### config.mk
export PLATFORM = sky130hd
export DESIGN_NAME = seg_scroll_ctrl
export DESIGN_NICKNAME = d
export VERILOG_FILES = /design/src/rtl/seg_pkg.sv /design/src/rtl/seg_scroll_ctrl_if.sv /design/src/rtl/btn_debounce.sv /design/src/rtl/seg_scroll_ctrl_btns.sv /design/src/rtl/seg_scroll_ctrl.sv
export SDC_FILE = /design/constraint.sdc
export NUM_CORES = 1
export LEC_CHECK = 0
export CAP_MARGIN = 20
export CORE_MARGIN = 4
export CORE_UTILIZATION = 60
export CTS_CLUSTER_SIZE = 28
export DETAILED_ROUTE_END_ITERATION = 10
export PLACE_DENSITY = 0.83
export SLEW_MARGIN = 10
export SYNTH_ARGS = -nofsm -noshare
export SYNTH_HDL_FRONTEND = slang
export SYNTH_SLANG_ARGS = --single-unit
export TNS_END_PERCENT = 10
### constraint.sdc
create_clock -name clk -period 7.8 [get_ports clk]
set_input_delay 1.56 -clock clk [delete_from_list [all_inputs] [get_ports clk]]
set_output_delay 1.56 -clock clk [all_outputs]
set_load 0.03 [all_outputs]
### src/rtl/seg_pkg.sv
// rtl/seg_pkg.sv - shared constants, types and digit decoder for the scrolling display
package seg_pkg;

    localparam int SPEED_W = 3;
    localparam logic [SPEED_W-1:0] SPEED_MAX = 3'd7;
    localparam logic [SPEED_W-1:0] SPEED_RST = 3'd3;

    localparam logic [6:0] SEG_BLANK = 7'b1111111;

    typedef enum logic {
        DIR_LEFT  = 1'b0,
        DIR_RIGHT = 1'b1
    } dir_e;

    // Active-low {g,f,e,d,c,b,a}; anything that is not a decimal digit is dark.
    function automatic logic [6:0] seg_decode(input logic [3:0] digit);
        case (digit)
            4'd0:    seg_decode = 7'b1000000;
            4'd1:    seg_decode = 7'b1111001;
            4'd2:    seg_decode = 7'b0100100;
            4'd3:    seg_decode = 7'b0110000;
            4'd4:    seg_decode = 7'b0011001;
            4'd5:    seg_decode = 7'b0010010;
            4'd6:    seg_decode = 7'b0000010;
            4'd7:    seg_decode = 7'b1111000;
            4'd8:    seg_decode = 7'b0000000;
            4'd9:    seg_decode = 7'b0010000;
            default: seg_decode = SEG_BLANK;
        endcase
    endfunction

endpackage

### src/rtl/seg_scroll_ctrl_if.sv
// rtl/seg_scroll_ctrl_if.sv - bundle of the five push-button signals (raw or debounced pulses)
interface seg_scroll_ctrl_if;

    logic faster;
    logic slower;
    logic pause;
    logic dir;
    logic step;

    modport master (output faster, slower, pause, dir, step);
    modport slave  (input  faster, slower, pause, dir, step);

endinterface

### src/rtl/btn_debounce.sv
// rtl/btn_debounce.sv - 2-flop synchroniser plus debouncer emitting a one-cycle rising-edge pulse
module btn_debounce #(
    parameter int DEBOUNCE_CYCLES = 1000000
) (
    input  logic clk,
    input  logic rst_n,
    input  logic btn_in,
    output logic pulse
);

    localparam int CNT_W = $clog2(DEBOUNCE_CYCLES + 1);
    localparam logic [CNT_W-1:0] CNT_LAST = CNT_W'(DEBOUNCE_CYCLES - 1);

    logic             sync1_q, sync1_d;
    logic             sync2_q, sync2_d;
    logic             stable_q, stable_d;
    logic             pulse_q, pulse_d;
    logic [CNT_W-1:0] cnt_q, cnt_d;
    logic             settle;

    // cnt_q tracks how many consecutive samples have disagreed with the stable level.
    always_comb begin
        sync1_d  = btn_in;
        sync2_d  = sync1_q;
        settle   = (sync2_q != stable_q) && (cnt_q == CNT_LAST);
        cnt_d    = ((sync2_q == stable_q) || settle) ? '0 : cnt_q + 1'b1;
        stable_d = settle ? sync2_q : stable_q;
        pulse_d  = settle && sync2_q;
    end

    always_ff @(posedge clk or negedge rst_n) begin
        if (!rst_n) begin
            sync1_q  <= 1'b0;
            sync2_q  <= 1'b0;
            stable_q <= 1'b0;
            pulse_q  <= 1'b0;
            cnt_q    <= '0;
        end else begin
            sync1_q  <= sync1_d;
            sync2_q  <= sync2_d;
            stable_q <= stable_d;
            pulse_q  <= pulse_d;
            cnt_q    <= cnt_d;
        end
    end

    assign pulse = pulse_q;

endmodule

### src/rtl/seg_scroll_ctrl_btns.sv
// rtl/seg_scroll_ctrl_btns.sv - debouncer bank turning the raw buttons into command pulses
module seg_scroll_ctrl_btns #(
    parameter int DEBOUNCE_CYCLES = 1000000
) (
    input  logic clk,
    input  logic rst_n,
    input  logic btn_faster,
    input  logic btn_slower,
    input  logic btn_pause,
    input  logic btn_dir,
    input  logic btn_step,
    seg_scroll_ctrl_if.master evt
);

    btn_debounce #(.DEBOUNCE_CYCLES(DEBOUNCE_CYCLES)) u_faster (
        .clk(clk), .rst_n(rst_n), .btn_in(btn_faster), .pulse(evt.faster)
    );
    btn_debounce #(.DEBOUNCE_CYCLES(DEBOUNCE_CYCLES)) u_slower (
        .clk(clk), .rst_n(rst_n), .btn_in(btn_slower), .pulse(evt.slower)
    );
    btn_debounce #(.DEBOUNCE_CYCLES(DEBOUNCE_CYCLES)) u_pause (
        .clk(clk), .rst_n(rst_n), .btn_in(btn_pause), .pulse(evt.pause)
    );
    btn_debounce #(.DEBOUNCE_CYCLES(DEBOUNCE_CYCLES)) u_dir (
        .clk(clk), .rst_n(rst_n), .btn_in(btn_dir), .pulse(evt.dir)
    );
    btn_debounce #(.DEBOUNCE_CYCLES(DEBOUNCE_CYCLES)) u_step (
        .clk(clk), .rst_n(rst_n), .btn_in(btn_step), .pulse(evt.step)
    );

endmodule

### src/rtl/seg_scroll_ctrl.sv
// rtl/seg_scroll_ctrl.sv - scrolling BCD message on a multiplexed 7-segment display
module seg_scroll_ctrl
    import seg_pkg::*;
#(
    parameter int NUM_DIGITS      = 8,
    parameter int MSG_LEN         = 16,
    parameter int REFRESH_DIV     = 100000,
    parameter int DEBOUNCE_CYCLES = 1000000,
    parameter int STEP_TICKS      = 10000000
) (
    input  logic                   clk,
    input  logic                   cpu_resetn,
    input  logic [4*MSG_LEN-1:0]   msg,
    input  logic                   btn_faster,
    input  logic                   btn_slower,
    input  logic                   btn_pause,
    input  logic                   btn_dir,
    input  logic                   btn_step,
    output logic [6:0]             seg,
    output logic [NUM_DIGITS-1:0]  an,
    output logic                   paused,
    output logic [SPEED_W-1:0]     speed
);

    localparam int TAPE_LEN = NUM_DIGITS + MSG_LEN;
    localparam int POS_W    = $clog2(TAPE_LEN);
    localparam int SCAN_W   = (NUM_DIGITS > 1) ? $clog2(NUM_DIGITS) : 1;
    localparam int REF_W    = (REFRESH_DIV > 1) ? $clog2(REFRESH_DIV) : 1;
    localparam int TICK_W   = $clog2(STEP_TICKS * 8);

    localparam logic [POS_W-1:0]  POS_LAST   = POS_W'(TAPE_LEN - 1);
    localparam logic [POS_W:0]    TAPE_LEN_W = (POS_W+1)'(TAPE_LEN);
    localparam logic [POS_W:0]    BLANKS_W   = (POS_W+1)'(NUM_DIGITS);
    localparam logic [SCAN_W-1:0] SCAN_LAST  = SCAN_W'(NUM_DIGITS - 1);
    localparam logic [REF_W-1:0]  REF_LAST   = REF_W'(REFRESH_DIV - 1);

    seg_scroll_ctrl_if evt ();

    seg_scroll_ctrl_btns #(.DEBOUNCE_CYCLES(DEBOUNCE_CYCLES)) u_btns (
        .clk        (clk),
        .rst_n      (cpu_resetn),
        .btn_faster (btn_faster),
        .btn_slower (btn_slower),
        .btn_pause  (btn_pause),
        .btn_dir    (btn_dir),
        .btn_step   (btn_step),
        .evt        (evt)
    );

    logic [SPEED_W-1:0]    speed_q, speed_d;
    logic                  paused_q, paused_d;
    dir_e                  dir_q, dir_d;
    logic [POS_W-1:0]      pos_q, pos_d;
    logic [TICK_W-1:0]     tick_cnt_q, tick_cnt_d;
    logic [REF_W-1:0]      scan_cnt_q, scan_cnt_d;
    logic [SCAN_W-1:0]     scan_idx_q, scan_idx_d;
    logic [6:0]            seg_q, seg_d;
    logic [NUM_DIGITS-1:0] an_q, an_d;

    logic [TICK_W-1:0]     tick_lim;
    logic                  tick;
    logic                  advance;
    logic                  scan_wrap;
    logic [POS_W:0]        tape_sum;
    logic [POS_W:0]        tape_idx;
    int                    msg_idx;

    // Scroll control: a pause pulse wins over a coincident tick; steps only act while halted.
    always_comb begin
        speed_d = speed_q;
        if (evt.faster && !evt.slower && speed_q != SPEED_MAX) begin
            speed_d = speed_q + 1'b1;
        end else if (evt.slower && !evt.faster && speed_q != '0) begin
            speed_d = speed_q - 1'b1;
        end

        tick_lim   = TICK_W'(STEP_TICKS * (8 - int'(speed_q)) - 1);
        tick       = (tick_cnt_q == tick_lim);
        tick_cnt_d = (tick || speed_d != speed_q) ? '0 : tick_cnt_q + 1'b1;

        paused_d = paused_q ^ evt.pause;
        dir_d    = evt.dir ? dir_e'(~dir_q) : dir_q;
        advance  = paused_q ? evt.step : (tick && !evt.pause);

        pos_d = pos_q;
        if (advance) begin
            if (dir_q == DIR_LEFT) begin
                pos_d = (pos_q == POS_LAST) ? '0 : pos_q + 1'b1;
            end else begin
                pos_d = (pos_q == '0) ? POS_LAST : pos_q - 1'b1;
            end
        end
    end

    // Display scan: the tape is NUM_DIGITS blanks followed by the live message.
    always_comb begin
        scan_wrap  = (scan_cnt_q == REF_LAST);
        scan_cnt_d = scan_wrap ? '0 : scan_cnt_q + 1'b1;
        scan_idx_d = scan_idx_q;
        if (scan_wrap) begin
            scan_idx_d = (scan_idx_q == SCAN_LAST) ? '0 : scan_idx_q + 1'b1;
        end

        tape_sum = {1'b0, pos_q} + (POS_W+1)'(scan_idx_q);
        tape_idx = (tape_sum >= TAPE_LEN_W) ? tape_sum - TAPE_LEN_W : tape_sum;
        msg_idx  = int'(tape_idx) - NUM_DIGITS;

        seg_d = SEG_BLANK;
        if (tape_idx >= BLANKS_W) begin
            seg_d = seg_decode(msg[4*(MSG_LEN-1-msg_idx) +: 4]);
        end
        an_d = ~(NUM_DIGITS'(1) << (NUM_DIGITS - 1 - int'(scan_idx_q)));
    end

    always_ff @(posedge clk or negedge cpu_resetn) begin
        if (!cpu_resetn) begin
            speed_q    <= SPEED_RST;
            paused_q   <= 1'b0;
            dir_q      <= DIR_LEFT;
            pos_q      <= '0;
            tick_cnt_q <= '0;
            scan_cnt_q <= '0;
            scan_idx_q <= '0;
            seg_q      <= SEG_BLANK;
            an_q       <= '1;
        end else begin
            speed_q    <= speed_d;
            paused_q   <= paused_d;
            dir_q      <= dir_d;
            pos_q      <= pos_d;
            tick_cnt_q <= tick_cnt_d;
            scan_cnt_q <= scan_cnt_d;
            scan_idx_q <= scan_idx_d;
            seg_q      <= seg_d;
            an_q       <= an_d;
        end
    end

    assign seg    = seg_q;
    assign an     = an_q;
    assign paused = paused_q;
    assign speed  = speed_q;

endmodule

==> results of run 1 <==
layer usage:
metal | part of all wire [%] | vias to the layer above | wire (µm) | track usage, %
met5 | 0 | - | 0 | 0
met2 | 47 | 213 | 11000 | 35.3
li1 | - | 4211 | - | -
met1 | 46 | 4191 | 10600 | 30.3
met4 | 1.6 | 0 | 363 | 6.21
met3 | 5.6 | 34 | 1290 | 4.59
state kept, by name (all words and copies together), names as in the netlist, 3 cells and up:
signal,count
tick_cnt_q,27
u_btns.u_dir.cnt_q,20
u_btns.u_faster.cnt_q,20
u_btns.u_pause.cnt_q,20
u_btns.u_slower.cnt_q,20
u_btns.u_step.cnt_q,20
scan_cnt_q,17
an,8
seg,7
pos_q,5
scan_idx_q,3
speed,3
cell usage in the layout, fill, tap and decap left out, drive strengths merged, types with 10 or more instances in the layout:
cell / n
nor3: 21
xnor2: 85
o211ai: 13
dfrtp: 175
mux4: 20
clkdlybuf4s50: 88
xor2: 90
a21oi: 19
nand3: 76
o21ai: 17
nor3b: 10
mux2i: 11
nand4: 39
nand2: 76
ha: 52
and3: 37
dfstp: 17
inv: 42
nor4: 13
clkbuf: 24
nor2: 186
per-stage QoR:
stage | setup slack, ps | cells | utilization, %
final | 1590 | 1481 | 69.8
after detailed placement | 1620 | 1449 | 66.7
after global routing | 1080 | 1481 | 69.8
after global placement | 1840 | 1449 | 66.7
after floorplan | 2280 | 1160 | -
after CTS | 1560 | 1481 | 69.8
worst min path at each step:
stage	slack (ps)	depth (start not counted)	start	to
after floorplan	330	0	u_btns.u_dir.sync1_q	u_btns.u_dir.sync2_q
after global placement	330	0	u_btns.u_faster.sync1_q	u_btns.u_faster.sync2_q
after detailed placement	340	0	u_btns.u_pause.sync1_q	u_btns.u_pause.sync2_q
after CTS	350	0	u_btns.u_faster.sync1_q	u_btns.u_faster.sync2_q
after global routing	360	0	u_btns.u_pause.sync1_q	u_btns.u_pause.sync2_q
final	350	0	u_btns.u_pause.sync1_q	u_btns.u_pause.sync2_q
logic make-up (layout without fill, tap and decap cells):
kind of cell	count (synthesis)	after routing	share of synthesized area, %
buffers and inverters	74	161	2.65
multiplexers	39	39	5.68
AO/OA/AOI/OAI	107	107	6.97
adder cells (fa/ha/maj)	55	55	6.21
flip-flops	192	192	42.2
AND/OR/NAND/NOR	515	515	22.3
XOR/XNOR	178	178	14.0
area by class of cell:
class	count	share of cell area [%]
flip-flops and latches	192	37.0
clock buffers	23	3.75
clock inverters	9	0.575
multi-input cells	894	48.4
repair buffers	90	6.91
well taps	234	2.24
inverters	39	1.12
power groups by stage:
| stage | clock network [mW] | logic [mW] | registers (mW) |
|---|---|---|---|
| after floorplan | 0 | 0.0249 | 1.03 |
| after global placement | 0 | 0.0822 | 1.03 |
| after detailed placement | 0 | 0.0838 | 1.03 |
| after CTS | 0.837 | 0.0839 | 1.01 |
| after global routing | 0.884 | 0.0918 | 1.01 |
| final | 0.824 | 0.0819 | 1.01 |
==> reports/results.tsv, run 1 <==
stage	metric	value	unit
power_and_ir_drop	clockPowerShare	42.9	%
power_and_ir_drop	p_int	1.50	mW
clocking	clk_latency	430	ps
clocking	cts_root_buf	clkbuf_16	
place	gp_congestion	0.932	
detailed_routing	drt_wl_total	23200	µm
clocking	cts-buffers-inserted	17	
worst_setup_path	startpoint_type	flop	
timing	hold_ws	349	ps
final_layout	num_antenna_cells	0	
timing	finalMaxSlewViolations	0	
logic_synthesis	synthCells	1160	
timing	max-slew-margin-rel	36.1	%
logic_synthesis	synth_area_leaders	dfrtp_1 38%, xor2_1 6.9%, xnor2_1 6.4%	
clocking	cts.sinks	192	
place	dp_hpwl	16200	µm
logic_synthesis	synth_area_leader_cell	dfrtp_1	
timing	hold_viol	0	
floorplanning	coreArea	18700	µm²
final_layout	multi_input_area	6320	µm²
flow_run	maxCapViolCount	0	
worst_setup_path	worstSetupEndpointType	flop	
timing	min_period	6210	ps
global_routing	antenna_found_initial	0	
logic_synthesis	ys_seq_area_share	42.2	%
clocking	cts_setup_buffers	0	
power_and_ir_drop	p_sw	419	µW
worst_setup_path	cpMaxStageDelayCell	dfstp_2	
logic_synthesis	synthTopCellsByCount	186 x nor2_1, 175 x dfrtp_1, 90 x xor2_1, 84 x xnor2_1	
floorplanning	initial_core_util	61.2	%
status	status	finished clean	
place	dpl_cell_area	12500	µm²
detailed_routing	wire_per_inst	15.7	µm
global_routing	grtUsageTotal	21.9	%
worst_setup_path	crit_required	8080	ps
worst_setup_path	regToRegSetupSlack	1590	ps
timing	worst-slew-pin-transition	958	ps
final_layout	postLayoutCellArea	13000	µm²
worst_setup_path	path_depth	19	
global_routing	grt_max_degree	117	
detailed_routing	drt_iter0_drc	560	
logic_synthesis	synth-seq-cells	192	
logic_synthesis	synth_top_area_share	38.3	%
detailed_routing	first_pass_iters	7	
final_layout	drive_above_1_share	7.62	%
logic_synthesis	yosysUniqueCellTypes	76	
worst_setup_path	r2r_start	speed[0]	
logic_synthesis	yosysWarnings	0	
final_layout	nNetsFinal	1360	
worst_setup_path	worst-path-max-fanout	27	
power_and_ir_drop	p_comb_share	4.3	%
worst_setup_path	startpoint	speed[0]	
logic_synthesis	ys.flop_type	dfrtp_1	
clocking	cts_resized	0	
timing	setup_viol	0	
worst_setup_path	worst_r2r_path_depth	19	
logic_synthesis	synth-edff-count	0	
floorplanning	fp.dieH	146	µm
final_layout	seqCellArea	4830	µm²
worst_hold_path	hp-class	flop to flop	
worst_setup_path	cpMostUsedCell	ha_1	
detailed_routing	ant_nets	0	
worst_setup_path	critPathMaxStageDelay	770	ps
power_and_ir_drop	p_per_area	147	nW/µm²
clocking	clk_path_buf_depth	2	
floorplanning	ioPinCount	90	
worst_setup_path	crit_arrival	6490	ps
worst_setup_path	crit_type	flop to flop	
global_routing	overflow	0	
worst_setup_path	path_cells	inv_1 -> ha_1 -> ha_1 -> inv_1 -> ha_1 -> ha_1 -> or2_2 -> ha_1 -> ha_1 -> nand4_1 -> o211ai_1 -> a2bb2oi_1 -> nand4_1 -> o21bai_1 -> nand4_1 -> nor4b_2 -> nand4_2 -> o21ai_4 -> nor2_1	
power_and_ir_drop	power	1.92	mW
floorplanning	row_count	50	
clocking	holdBufCountCts	0	
power_and_ir_drop	sequentialPowerShare	52.8	%
power_and_ir_drop	p_leak	5.62	nW
floorplanning	die_w	146	µm
timing	setup_tns	0	ps
timing	finalCritPeriodShare	79.7	%
worst_setup_path	cp_num_buf_inv	2	
final_layout	n_fill_cell	1327	
detailed_routing	vias_per_cell	5.84	
timing	timing.fmax	161	MHz
power_and_ir_drop	peakVddDrop	0.000158	V
worst_setup_path	crit_family	adder cells	
global_routing	grt_pass1_vias	8355	
timing	rsz0062_at_grt	no	
logic_synthesis	postSynthAreaPerCell	9.87	µm²
power_and_ir_drop	netSwitchingFraction	21.8	%
clocking	clk_pin_slew_worst_paths	70	ps
worst_setup_path	worstReg2RegEnd	tick_cnt_q[16]	
logic_synthesis	synthArstFlopShare	100	%
final_layout	area_growth	14.0	%
logic_synthesis	yosysMostFrequentCell	nor2_1	
global_routing	grt_pass1_wl	39400	µm
worst_setup_path	critPathCapture	tick_cnt_q[16]	
timing	finClkSkew	12.7	ps
logic_synthesis	syn-cell-area	11400	µm²
floorplanning	dieArea	21400	µm²
logic_synthesis	synth_fp_nets	1286	
clocking	h-tree-depth	4	
detailed_routing	via_count	8649	
place	port_buffers	89	
clocking	tritoncts	yes	
detailed_routing	route.detailed.drc	0	
No activity file was read; power rests on OpenSTA's default activity.
==> run 2, diff against run 1 <==
Settings changed: CORE_UTILIZATION 60 to 59, PLACE_DENSITY 0.83 to 0.82.
Clock period 7.8 ns to 5.75 ns, I/O delays scaled along.
==> run 2 against run 1 <==
- clock power increased by 53%
- utilization increased by 0.52 points
- wire length grew 2.5%
- final cell count rose by 2.5%
- highest routed layer unchanged
==> reports/results.tsv, run 2 (synthesis results as in run 1) <==
stage	metric	value	unit	change
floorplanning	dieArea	21700	µm²	was 21400 µm²
worst_hold_path	hp-class	flop to flop		unchanged
final_layout	fin_cells	1518		was 1481
worst_hold_path	worstHoldPathCells	0		unchanged
worst_setup_path	worst-path-max-fanout	21		was 27
detailed_routing	via_count	8763		was 8649
timing	worst-slew-pin-transition	923	ps	was 958 ps
timing	rsz0062_at_grt	yes		was no
status	status	finished clean		unchanged
clocking	cts.sinks	192		unchanged
final_layout	largest-register	tick_cnt_q		unchanged
timing	setup_tns	0	ps	unchanged
detailed_routing	ant_nets	0		unchanged
final_layout	postLayoutCellArea	13300	µm²	was 13000 µm²
worst_setup_path	worst_r2r_path_depth	16		was 19
power_and_ir_drop	clockPowerShare	45.8	%	was 42.9%
global_routing	grtUsageTotal	22.3	%	was 21.9%
global_routing	overflow	0		unchanged
timing	finClkSkew	8.08	ps	was 12.7 ps
final_layout	area_growth	16.0	%	was 14.0%
power_and_ir_drop	netSwitchingFraction	21.2	%	was 21.8%
floorplanning	fp.dieH	147	µm	was 146 µm
final_layout	num_antenna_cells	0		unchanged
place	gp_congestion	0.922		was 0.932
final_layout	layout_common_cells	186 x nor2_1, 175 x dfrtp_1, 90 x xor2_1, 88 x clkdlybuf4s50_1, 84 x xnor2_1		unchanged
power_and_ir_drop	power	2.74	mW	was 1.92 mW
power_and_ir_drop	p_leak	5.70	nW	was 5.62 nW
clocking	clk_pin_slew_worst_paths	70	ps	about the same
floorplanning	initial_core_util	60.6	%	was 61.2%
worst_setup_path	critPathCapture	tick_cnt_q[6]		was tick_cnt_q[16]
clocking	holdBufCountCts	0		unchanged
clocking	cts_root_buf	clkbuf_16		unchanged
floorplanning	row_count	50		unchanged
place	dp_cells	1485		was 1449
final_layout	layout_commonest_cell	nor2_1		unchanged
clocking	h-tree-depth	4		unchanged
power_and_ir_drop	sequentialPowerShare	50.1	%	was 52.8%
flow_run	maxCapViolCount	0		unchanged
detailed_routing	wire_per_inst	15.7	µm	about the same
timing	finalMaxSlewViolations	0		unchanged
power_and_ir_drop	peakVddDrop	0.000212	V	was 0.000158 V
power_and_ir_drop	p_comb_share	4.2	%	was 4.3%
global_routing	grt_pass1_wl	40300	µm	was 39400 µm
detailed_routing	drt_iter0_drc	596		was 560
timing	setup_viol	0		unchanged
global_routing	grt_max_degree	117		unchanged
worst_setup_path	startpoint_type	flop		unchanged
floorplanning	die_w	147	µm	was 146 µm
power_and_ir_drop	p_sw	580	µW	was 419 µW
final_layout	largest_reg_flops	27		unchanged
worst_setup_path	worstReg2RegEnd	tick_cnt_q[6]		was tick_cnt_q[16]
floorplanning	ioPinCount	90		unchanged
power_and_ir_drop	p_per_area	207	nW/µm²	was 147 nW/µm²
detailed_routing	route.detailed.drc	0		unchanged
global_routing	grt_pass1_vias	8549		was 8355
timing	finalCritPeriodShare	95.8	%	was 79.7%
timing	max-slew-margin-rel	38.4	%	was 36.1%
worst_setup_path	startpoint	speed[1]		was speed[0]
timing	min_period	5510	ps	was 6210 ps
clocking	tritoncts	yes		unchanged
place	dpl_cell_area	12600	µm²	was 12500 µm²
timing	timing.fmax	182	MHz	was 161 MHz
worst_setup_path	r2r_start	speed[1]		was speed[0]
worst_setup_path	crit_type	flop to flop		unchanged
detailed_routing	vias_per_cell	5.77		was 5.84
clocking	cts-buffers-inserted	17		unchanged
power_and_ir_drop	p_int	2.16	mW	was 1.50 mW
final_layout	nNetsFinal	1371		was 1360
detailed_routing	drt_wl_total	23800	µm	was 23200 µm
final_layout	drive_above_1_share	8.90	%	was 7.62%
timing	hold_viol	0		unchanged
detailed_routing	first_pass_iters	5		was 7
worst_setup_path	crit_required	6060	ps	was 8080 ps
floorplanning	coreArea	18900	µm²	was 18700 µm²
worst_setup_path	regToRegSetupSlack	240	ps	was 1590 ps
clocking	clk_path_buf_depth	2		unchanged
place	dp_hpwl	17100	µm	was 16200 µm
worst_setup_path	crit_arrival	5820	ps	was 6490 ps
clocking	clk_latency	430	ps	about the same
global_routing	antenna_found_initial	0		unchanged
place	port_buffers	89		unchanged
worst_setup_path	worstSetupEndpointType	flop		unchanged
## run 2: cell types whose count changed in the layout (fill, tap and decap cells not counted), sizes merged
cell / change
buf: +11
bufinv: +4
clkbuf: -4
clkinv: -2
clkinvlp: +1
inv: +1
## run 2: cell type report
class / count / area (µm²)
clock buffers: 19 / 433
fillers: 1413 / 5620
clock inverters: 13 / 201
well taps: 260 / 325
inverters: 39 / 146
multi-input cells: 894 / 6350
repair buffers: 101 / 997
flip-flops and latches: 192 / 4830
## run 2: per-layer routing
metal  vias up  share of wire, %  track usage (%)
met2       211                49             37.7
met4         0               1.8             6.66
met5         -                 0                0
li1       4240                 -                -
met1      4275                44             29.7
met3        37               5.2             4.07
## run 2: worst min-delay path by stage
| stage | start | endpoint | slack, ps |
|---|---|---|---|
| after global routing | u_btns.u_slower.sync1_q | u_btns.u_slower.sync2_q | 350 |
| after global placement | u_btns.u_faster.sync1_q | u_btns.u_faster.sync2_q | 330 |
| after floorplan | u_btns.u_dir.sync1_q | u_btns.u_dir.sync2_q | 330 |
| after detailed placement | u_btns.u_pause.sync1_q | u_btns.u_pause.sync2_q | 340 |
| final | u_btns.u_pause.sync1_q | u_btns.u_pause.sync2_q | 350 |
| after CTS | u_btns.u_pause.sync1_q | u_btns.u_pause.sync2_q | 350 |
## run 2: per-stage QoR
step	hold WS (ps)	utilization, %	setup slack (ps)
floorplan	331	-	232
global placement	333	66.7	342
detailed placement	336	66.7	165
CTS	351	70.1	97.9
global route	349	70.3	0.742
finish	349	70.3	242
## run 2: worst max-delay path, stage by stage (launching register included)
cell      delay [ps]
dfstp_2          570
inv_1            130
ha_1             240
ha_2             460
ha_1             320
fa_1             470
ha_1             440
xor2_1           370
nor2b_1          430
nand4_1          320
o21bai_1         330
nand4_1          170
nor4b_2          380
nand4_2          230
o21ai_4          260
buf_12           180
nor2_1            70
## run 2: repair_timing
action | 4_1_cts | 5_1_grt
setup endpoints to repair | 0 | 32
gates resized for setup | 0 | 7
buffers inserted | 0 | 1
## run 2: power groups by stage
stage | clock network, mW | registers [mW] | logic [mW]
3_5_place_dp | 0 | 1.40 | 0.117
5_1_grt | 1.34 | 1.37 | 0.127
3_3_place_gp | 0 | 1.40 | 0.113
6_report | 1.26 | 1.37 | 0.114
2_1_floorplan | 0 | 1.40 | 0.0338
4_1_cts | 1.28 | 1.37 | 0.117
==> run 3, diff against run 2 <==
Settings changed: CORE_UTILIZATION 59 to 25, PLACE_DENSITY 0.82 to 0.42.
Clock period 5.75 ns to 5.4 ns, I/O delays scaled along.
==> run 3 against run 2 <==
- count of clock-buffer cells in the layout did not move
- maximum frequency rose by 9.1%
- hold slack got worse by 1.0 ps
- sequential power rose by 7%
- utilization fell by 40 points
- final cell count rose by 23%
- via count fell by 3.8%
- power rose by 6.3%
- setup slack improved by 110 ps
- flip-flop and latch count did not move
- register-to-register slack improved by 110 ps
- clock power rose by 6%
- critical path type unchanged
- largest cell class unchanged
==> reports/results.tsv, run 3 (synthesis results as in run 1) <==
stage	metric	value	unit	change
status	status	finished clean		unchanged
clocking	cts.sinks	192		unchanged
power_and_ir_drop	p_comb_share	4.2	%	about the same
clocking	tritoncts	yes		unchanged
worst_setup_path	worst-path-max-fanout	27		was 21
final_layout	n_fill_cell	4718		was 1413
detailed_routing	via_count	8427		was 8763
detailed_routing	drt_wl_total	26300	µm	was 23800 µm
clocking	clk_latency	450	ps	was 430 ps
clocking	cts-buffers-inserted	17		unchanged
place	dp_hpwl	19000	µm	was 17100 µm
timing	finalCritPeriodShare	93.5	%	was 95.8%
worst_setup_path	worst_r2r_path_depth	17		was 16
final_layout	layout_common_cells	186 x nor2_1, 175 x dfrtp_1, 90 x xor2_1, 88 x clkdlybuf4s50_1, 84 x xnor2_1		unchanged
detailed_routing	ant_nets	0		unchanged
worst_setup_path	crit_arrival	5390	ps	was 5820 ps
power_and_ir_drop	clockPowerShare	45.7	%	was 45.8%
timing	finClkSkew	11.3	ps	was 8.08 ps
timing	max-slew-margin-rel	39.7	%	was 38.4%
power_and_ir_drop	peakVddDrop	0.000153	V	was 0.000212 V
timing	finalMaxSlewViolations	0		unchanged
detailed_routing	first_pass_iters	6		was 5
floorplanning	die_w	222	µm	was 147 µm
power_and_ir_drop	sequentialPowerShare	50.1	%	about the same
clocking	cts_root_buf	clkbuf_16		unchanged
worst_setup_path	worstSetupEndpointType	flop		unchanged
floorplanning	initial_core_util	25.3	%	was 60.6%
global_routing	overflow	0		unchanged
power_and_ir_drop	p_sw	710	µW	was 580 µW
timing	setup_viol	0		unchanged
timing	rsz0062_at_grt	no		was yes
place	gp_congestion	0.819		was 0.922
final_layout	fin_cells	1873		was 1518
final_layout	seqCellArea	4830	µm²	unchanged
final_layout	layout_commonest_cell	nor2_1		unchanged
detailed_routing	route.detailed.drc	0		unchanged
place	dp_cells	1840		was 1485
place	port_buffers	89		unchanged
final_layout	fin_util	30.5	%	was 70.3%
worst_hold_path	worstHoldPathCells	0		unchanged
power_and_ir_drop	p_per_area	211	nW/µm²	was 207 nW/µm²
final_layout	postLayoutCellArea	13800	µm²	was 13300 µm²
timing	timing.fmax	198	MHz	was 182 MHz
global_routing	grt_pass1_vias	8650		was 8549
power_and_ir_drop	power	2.92	mW	was 2.74 mW
clocking	clk_pin_slew_worst_paths	80	ps	was 70 ps
timing	setup_tns	0	ps	unchanged
worst_setup_path	crit_required	5740	ps	was 6060 ps
timing	min_period	5050	ps	was 5510 ps
flow_run	maxCapViolCount	0		unchanged
final_layout	multi_input_area	6380	µm²	was 6350 µm²
power_and_ir_drop	netSwitchingFraction	24.3	%	was 21.2%
final_layout	nNetsFinal	1386		was 1371
power_and_ir_drop	p_int	2.21	mW	was 2.16 mW
floorplanning	coreArea	45300	µm²	was 18900 µm²
final_layout	largest-register	tick_cnt_q		unchanged
final_layout	drive_above_1_share	10.4	%	was 8.90%
global_routing	antenna_found_initial	0		unchanged
floorplanning	fp.dieH	222	µm	was 147 µm
final_layout	num_antenna_cells	0		unchanged
detailed_routing	wire_per_inst	14.1	µm	was 15.7 µm
floorplanning	ioPinCount	90		unchanged
worst_setup_path	startpoint_type	flop		unchanged
floorplanning	dieArea	49300	µm²	was 21700 µm²
final_layout	largest_reg_flops	27		unchanged
global_routing	grt_max_degree	106		was 117
detailed_routing	drt_iter0_drc	477		was 596
floorplanning	row_count	78		was 50
clocking	clk_path_buf_depth	2		unchanged
clocking	h-tree-depth	4		unchanged
worst_setup_path	crit_type	flop to flop		unchanged
global_routing	grtUsageTotal	11.0	%	was 22.3%
final_layout	area_growth	20.9	%	was 16.0%
power_and_ir_drop	p_leak	5.79	nW	was 5.70 nW
worst_hold_path	hp-class	flop to flop		unchanged
global_routing	grt_pass1_wl	44900	µm	was 40300 µm
timing	worst-slew-pin-transition	904	ps	was 923 ps
timing	hold_viol	0		unchanged
place	dpl_cell_area	13200	µm²	was 12600 µm²
detailed_routing	vias_per_cell	4.50		was 5.77
[run 3: cell types whose count changed in the layout (fill, tap and decap cells not counted), moves of 2 or more]
cell / delta
clkbuf_8: +2
bufinv_16: -3
clkbuf_1: -2
inv_8: +6
clkinvlp_4: -2
buf_4: +14
[run 3: worst paths after layout]
kind	startpoint	end	slack, ps
worst max-delay path	speed[0]	tick_cnt_q[9]	350
worst min-delay path	u_btns.u_step.sync1_q	u_btns.u_step.sync2_q	350
worst max register to register	speed[0]	tick_cnt_q[9]	350
worst min register to register	u_btns.u_step.sync1_q	u_btns.u_step.sync2_q	350
max in group asynchronous	cpu_resetn	seg[3]	3630
min in group asynchronous	cpu_resetn	u_btns.u_slower.sync1_q	750
[run 3: repair_timing]
item	in CTS	in global routing
gates resized for setup	0	12
hold buffers	0	0
setup buffers	0	1
setup endpoints to repair	0	32
[run 3: cell type report]
type | count | area share (%)
inverter | 39 | 1.06
clock inverter | 13 | 1.15
multi-input combinational | 894 | 46.1
clock buffer | 19 | 3.27
tap | 600 | 5.43
timing repair buffer | 116 | 8.11
sequential | 192 | 34.9
[run 3: worst max-delay path, stage by stage (launching register included)]
cell and delay (ps):
dfstp_2 530, inv_1 50, ha_1 240, ha_4 340, ha_1 270, fa_1 470
ha_1 410, o211a_1 290, a221oi_2 310, a2bb2oi_2 230, and4_2 360, xnor2_1 140
o221ai_1 160, a2111oi_2 360, nand4_2 260, o21ai_4 230, buf_12 190, nor2_1 70
[run 3: per-layer routing]
metal	share of wire, %	GRT usage (%)	routed length (µm)
met1	49	14.6	12800
met2	48	18.3	12500
met3	2.1	1.95	541
met4	1.7	3.44	445
met5	0	0	0
[run 3: power groups by stage]
stage                     combinational [mW]  clock (mW)  sequential (mW)
final                                  0.123        1.33             1.46
after global routing                   0.139        1.45             1.46
after CTS                              0.128        1.40             1.46
after detailed placement               0.128           0             1.49
after global placement                 0.127           0             1.49
after floorplan                       0.0360           0             1.49
[run 3: metrics by stage]
| step | setup WS, ps | hold WS (ps) |
|---|---|---|
| detailed placement | 154 | 338 |
| global placement | 244 | 334 |
| CTS | 109 | 353 |
| global route | 57.7 | 355 |
| finish | 354 | 348 |
| floorplan | 15.2 | 331 |
